==> src/rtl/xor_fold_sched.sv <==
// xor_fold_sched: round-robin scheduler sharing one external two-lane 32->16 XOR-fold datapath among NREQ requesters.
// Latency: handshake to out_valid is lvl+1 cycles (2/3/4 cycles for folds to 16/8/4 bits).
// Backpressure: the result is held in OUT until out_ready; no request is granted while busy.
module xor_fold_sched #(
    parameter int NREQ = 4,
    parameter int IDW  = $clog2(NREQ)
) (
    input  logic               clk,
    input  logic               rst,
    input  logic [NREQ-1:0]    req_valid,
    output logic [NREQ-1:0]    req_ready,
    input  logic [NREQ*32-1:0] req_a,
    input  logic [NREQ*32-1:0] req_b,
    input  logic [NREQ*2-1:0]  req_lvl,
    output logic [31:0]        dp_a,
    output logic [31:0]        dp_b,
    input  logic [15:0]        dp_aa,
    input  logic [15:0]        dp_bb,
    output logic               out_valid,
    input  logic               out_ready,
    output logic [IDW-1:0]     out_id,
    output logic [15:0]        out_a,
    output logic [15:0]        out_b,
    output logic [1:0]         out_lvl,
    output logic               busy
);

    typedef enum logic [1:0] {IDLE, FOLD, OUT} state_t;

    state_t         state;
    logic [IDW-1:0] rr_ptr;
    logic [IDW-1:0] id;
    logic [31:0]    wa;
    logic [31:0]    wb;
    logic [15:0]    ra;
    logic [15:0]    rb;
    logic [1:0]     cnt;
    logic [1:0]     lvl;

    logic [IDW-1:0] gnt;
    logic           gnt_found;
    logic [31:0]    gnt_a;
    logic [31:0]    gnt_b;
    logic [1:0]     gnt_lvl;

    // Pick the first valid requester at or after rr_ptr, wrapping around.
    always_comb begin
        int idx;
        idx       = 0;
        gnt       = '0;
        gnt_found = 1'b0;
        for (int k = 0; k < NREQ; k++) begin
            idx = int'(rr_ptr) + k;
            if (idx >= NREQ) begin
                idx = idx - NREQ;
            end
            if (!gnt_found && req_valid[idx]) begin
                gnt       = IDW'(idx);
                gnt_found = 1'b1;
            end
        end
    end

    // Select the granted requester's operands; level 0 is promoted to 1.
    always_comb begin
        gnt_a   = req_a[32*int'(gnt) +: 32];
        gnt_b   = req_b[32*int'(gnt) +: 32];
        gnt_lvl = req_lvl[2*int'(gnt) +: 2];
        if (gnt_lvl == 2'd0) begin
            gnt_lvl = 2'd1;
        end
    end

    // Accept strobe only in IDLE and never while reset is asserted.
    always_comb begin
        req_ready = '0;
        if (state == IDLE && !rst && gnt_found) begin
            req_ready[gnt] = 1'b1;
        end
    end

    // Datapath operands: spread the previous partial result so the 32->16 fold halves it again; quiet outside FOLD.
    always_comb begin
        dp_a = '0;
        dp_b = '0;
        if (state == FOLD) begin
            case (cnt)
                2'd0: begin
                    dp_a = wa;
                    dp_b = wb;
                end
                2'd1: begin
                    dp_a = {8'b0, ra[15:8], 8'b0, ra[7:0]};
                    dp_b = {8'b0, rb[15:8], 8'b0, rb[7:0]};
                end
                default: begin
                    dp_a = {12'b0, ra[7:4], 12'b0, ra[3:0]};
                    dp_b = {12'b0, rb[7:4], 12'b0, rb[3:0]};
                end
            endcase
        end
    end

    // Results are presented straight from the work/capture registers.
    assign out_a   = ra;
    assign out_b   = rb;
    assign out_id  = id;
    assign out_lvl = lvl;

    // Control FSM: grant, iterate the datapath lvl times, hold the result until consumed.
    always_ff @(posedge clk) begin
        if (rst) begin
            state     <= IDLE;
            rr_ptr    <= '0;
            id        <= '0;
            wa        <= '0;
            wb        <= '0;
            ra        <= '0;
            rb        <= '0;
            cnt       <= '0;
            lvl       <= '0;
            out_valid <= 1'b0;
            busy      <= 1'b0;
        end else begin
            case (state)
                IDLE: begin
                    if (gnt_found) begin
                        wa    <= gnt_a;
                        wb    <= gnt_b;
                        lvl   <= gnt_lvl;
                        id    <= gnt;
                        cnt   <= 2'd0;
                        busy  <= 1'b1;
                        state <= FOLD;
                    end
                end
                FOLD: begin
                    ra  <= dp_aa;
                    rb  <= dp_bb;
                    cnt <= cnt + 2'd1;
                    if (cnt == lvl - 2'd1) begin
                        out_valid <= 1'b1;
                        state     <= OUT;
                    end
                end
                OUT: begin
                    if (out_ready) begin
                        rr_ptr    <= (int'(id) == NREQ - 1) ? '0 : id + 1'b1;
                        out_valid <= 1'b0;
                        busy      <= 1'b0;
                        state     <= IDLE;
                    end
                end
                default: begin
                    out_valid <= 1'b0;
                    busy      <= 1'b0;
                    state     <= IDLE;
                end
            endcase
        end
    end

endmodule
==> config.mk <==
export PLATFORM = sky130hd
export DESIGN_NAME = xor_fold_sched
export DESIGN_NICKNAME = d
export VERILOG_FILES = /design/src/rtl/xor_fold_sched.sv
export SDC_FILE = /design/constraint.sdc
export NUM_CORES = 1
export LEC_CHECK = 0
export CORE_AREA = 2 2 161 163
export DETAILED_ROUTE_END_ITERATION = 8
export DIE_AREA = 0 0 163 165
export DONT_BUFFER_PORTS = 1
export HOLD_SLACK_MARGIN = 0.02
export PLACE_DENSITY_LB_ADDON = 0.08
export SLEW_MARGIN = 5
export SYNTH_ARGS = -nofsm -noshare
export SYNTH_HDL_FRONTEND = slang
export SYNTH_SLANG_ARGS = --single-unit
==> constraint.sdc <==
create_clock -name clk -period 2.5 [get_ports clk]
set_clock_uncertainty 0.05 [all_clocks]
set_input_delay 0.5 -clock clk [delete_from_list [all_inputs] [get_ports clk]]
set_output_delay 0.5 -clock clk [all_outputs]
set_load 0.03 [all_outputs]
==> impl_metrics.yaml <==
setup_path:
  cpMaxStageDelayCell: "dfxtp_1"
  cpMostUsedCell: "buf_4"
  critPathCaptureType: "output pin"
  crit_buf_inv: 3
  worst-setup-path-type: "reg -> out"
  startpoint_type: "flip-flop"
  path_cells: "inv_2, a21oi_1, o21ai_4, buf_4, and3_1, buf_4"
  cp_slowest_stage_delay_ns: 0.51
  required_ns: 1.95
  path_depth: 6
  reg2reg_depth: 7
  path_max_fanout: 11
  path_delay_family: "flip-flops"
  arrival_ns: 1.87
detailed_routing:
  avgRoutedWirePerCell_um: 24.6
  drc: 0
  ant_nets: 0
  vias: 6044
  dr.pass1.iters: 4
  via_per_inst: 5.66
  wl_mm: 26.2
  drt_first_iter_violations: 343
cells_and_area:
  seqCellArea_um2: 2160
  nets: 1038
  fill_cells: 2673
  final_area_um2: 7270
  area_delta_synth_final_pct: 16.2
  finalNonFillerCells: 1068
  drive_above_1_share_pct: 13.6
  multi_input_area_um2: 3760
synthesis:
  synth_area_leader_cell: "dfxtp_1"
  ys_seq_elements: 108
  syn_nets: 1046
  synthTopCellsByArea: "dfxtp_1, mux2i_1, o211a_1"
  ys_warn_count: 0
  syn_inst: 740
  ys_async_sr_fraction_pct: 0
  synth_commonest_cells: "dfxtp_1, nand2_1, mux2i_1"
  yosysSeqAreaShare_pct: 34.5
  synth_edf_count: 0
  ys_types: 40
  yosysMostFrequentCell: "dfxtp_1"
  syn_avg_cell_area_um2: 8.46
  synth_top_area_share_pct: 34.5
  synth_ff_type: "dfxtp_1"
  synth_area_um2: 6260
sta:
  tightest_slew_ns: 0.957
  slew_headroom_pct: 36.1
  fin_crit_sh_pct: 96.8
  grt_setup_unrepaired: "false"
  finalWorstSetupSlack_ns: 0.0793
  setup_violations: 0
  fmax_ghz: 0.413
  report.final.slew_viol_count: 0
  hold_ws_ns: 0.161
  hold_violations: 0
  min_period_ns: 2.42
global_routing:
  grt_use_total_pct: 18.5
  antenna_found_initial: 1
  gr-total-overflow: 0
  grt_pass1_wl_mm: 37.5
  grt_max_degree: 47
  first_global_vias: 6149
power:
  power_density_nw_per_um2: 755
  peakVddDrop_v: 0.000378
  pwr-share-clk_pct: 27.4
  seqPwrFrac_pct: 40.6
  power.leakage_uw: 0.00316
  internal_power_uw: 3410
  p_sw_share_pct: 37.8
  p_comb_share_pct: 32.0
  power_switching_uw: 2070
die:
  dieWidth_um: 163
  rows: 58
  die_area_um2: 26900
  start_util_pct: 25.0
  num_io_pins: 409
  dieHeight_um: 165
  core_um2: 25000
placed_design:
  dp_hpwl_mm: 19.4
  pre_cts_slack_ns: 0.0199
  placed_area_um2: 6940
  io_buffers: 0
  place_inst: 1051
  place_congestion: 0.798
clock_network:
  clock_latency_ns: 0.36
  htree_levels: 3
  cts_sinks: 108
  holdBufCountCts: 0
  cts_inserted_buffers: 9
  root_buffer: "clkbuf_16"
  cts_buffer_depth: 2
  clk_pin_slew_ns: 0.08
  cts_tree: "yes"
  post_cts_buffers: 0
run_status:
  run_status: "finished, final reports clean"
min_path:
  whs_path_depth: 1
  hold_class: "in -> reg"
run:
  cap_violations: 0
-- worst register-to-register path: stages (launching register included) --
cell and delay, ns:
dfxtp_1 0.53, nor2b_1 0.11, nand2_1 0.12, o311ai_4 0.30, buf_4 0.39, a221oi_1 0.33
o21ai_1 0.15, o221a_1 0.24
-- registers in the layout (all words and copies together) (netlist names) --
signal     flops
out_id         2
out_lvl        2
out_valid      1
rr_ptr         2
out_a         16
state          2
cnt            2
busy           1
wa            32
out_b         16
wb            32
-- layer usage --
metal  part of all wire [%]  vias to the layer above  track usage, %
li1                       -                     2794               -
met1                     39                     2938            20.2
met2                     51                      289            34.2
met3                    8.2                       23            5.85
met4                    1.7                        0            5.03
met5                      0                        -               0
-- what timing repair did --
action	4_1_cts	5_1_grt
cloned	0	0
pin swaps	0	1
gates resized for setup	3	6
endpoints found under the setup margin	4	22
-- cells by family after synthesis --
family	after synthesis	synth area share, %
adder cells (fa/ha/maj)	3	0.600
XOR/XNOR	1	0.140
buffers and inverters	96	6.66
flip-flops	108	34.5
AO/OA/AOI/OAI	292	34.3
multiplexers	71	11.4
AND/OR/NAND/NOR	169	12.4
-- metrics by stage --
stage,power [uW],util [%],setup TNS (ns)
after global routing,5830,29.0,0
after CTS,5600,29.0,0
after floorplan,3450,-,-0.170
final,5490,29.0,0
after detailed placement,4040,27.7,0
after global placement,4020,27.7,0
-- area by class of cell --
cell class	count	share of cell area, %
multi-input cells	536	51.7
flip-flops and latches	108	29.8
repair buffers	67	8.11
well taps	330	5.68
clock buffers	12	3.39
clock inverters	4	0.757
inverters	10	0.516
diodes	1	0.0344
-- layout by cell type (no fill, tap or decap), types with 2 or more instances in the layout --
master     instances
nor2b_1            2
and3_1            33
a221oi_1          65
nand2b_2           2
o211a_1           64
mux2i_1           70
nand3_1            2
o221ai_1           2
inv_6              2
buf_12             6
ha_2               2
nand2_1           78
a22oi_1           32
nor2_1            36
inv_1              7
buf_4             59
nor3_1             5
clkbuf_1           2
inv_2              3
dfxtp_1          106
nand2b_1           3
o21ai_1           67
clkbuf_16          9
a21oi_1           50
dfxtp_2            2
-- path summary, 6_finish.rpt --
check                                       startpoint                       to  slack (ns)
worst max-delay path            rr_ptr[1]$_SDFFE_PP0P_             req_ready[2]        0.08
worst min-delay path                               rst   out_id[1]$_SDFFE_PP0P_        0.16
worst max register to register  rr_ptr[0]$_SDFFE_PP0P_  out_lvl[0]$_SDFFE_PP0P_        0.18
worst min register to register     wa[27]$_SDFFE_PP0P_      wa[27]$_SDFFE_PP0P_        0.44
-- power groups by stage --
| stage | registers (uW) | clock network (uW) | logic [uW] |
|---|---|---|---|
| after floorplan | 2200 | 0 | 1250 |
| after global placement | 2270 | 0 | 1750 |
| after detailed placement | 2270 | 0 | 1770 |
| after CTS | 2230 | 1590 | 1780 |
| after global routing | 2260 | 1640 | 1930 |
| final | 2230 | 1500 | 1760 |
Note: power is estimated with default switching activity, not from simulation.
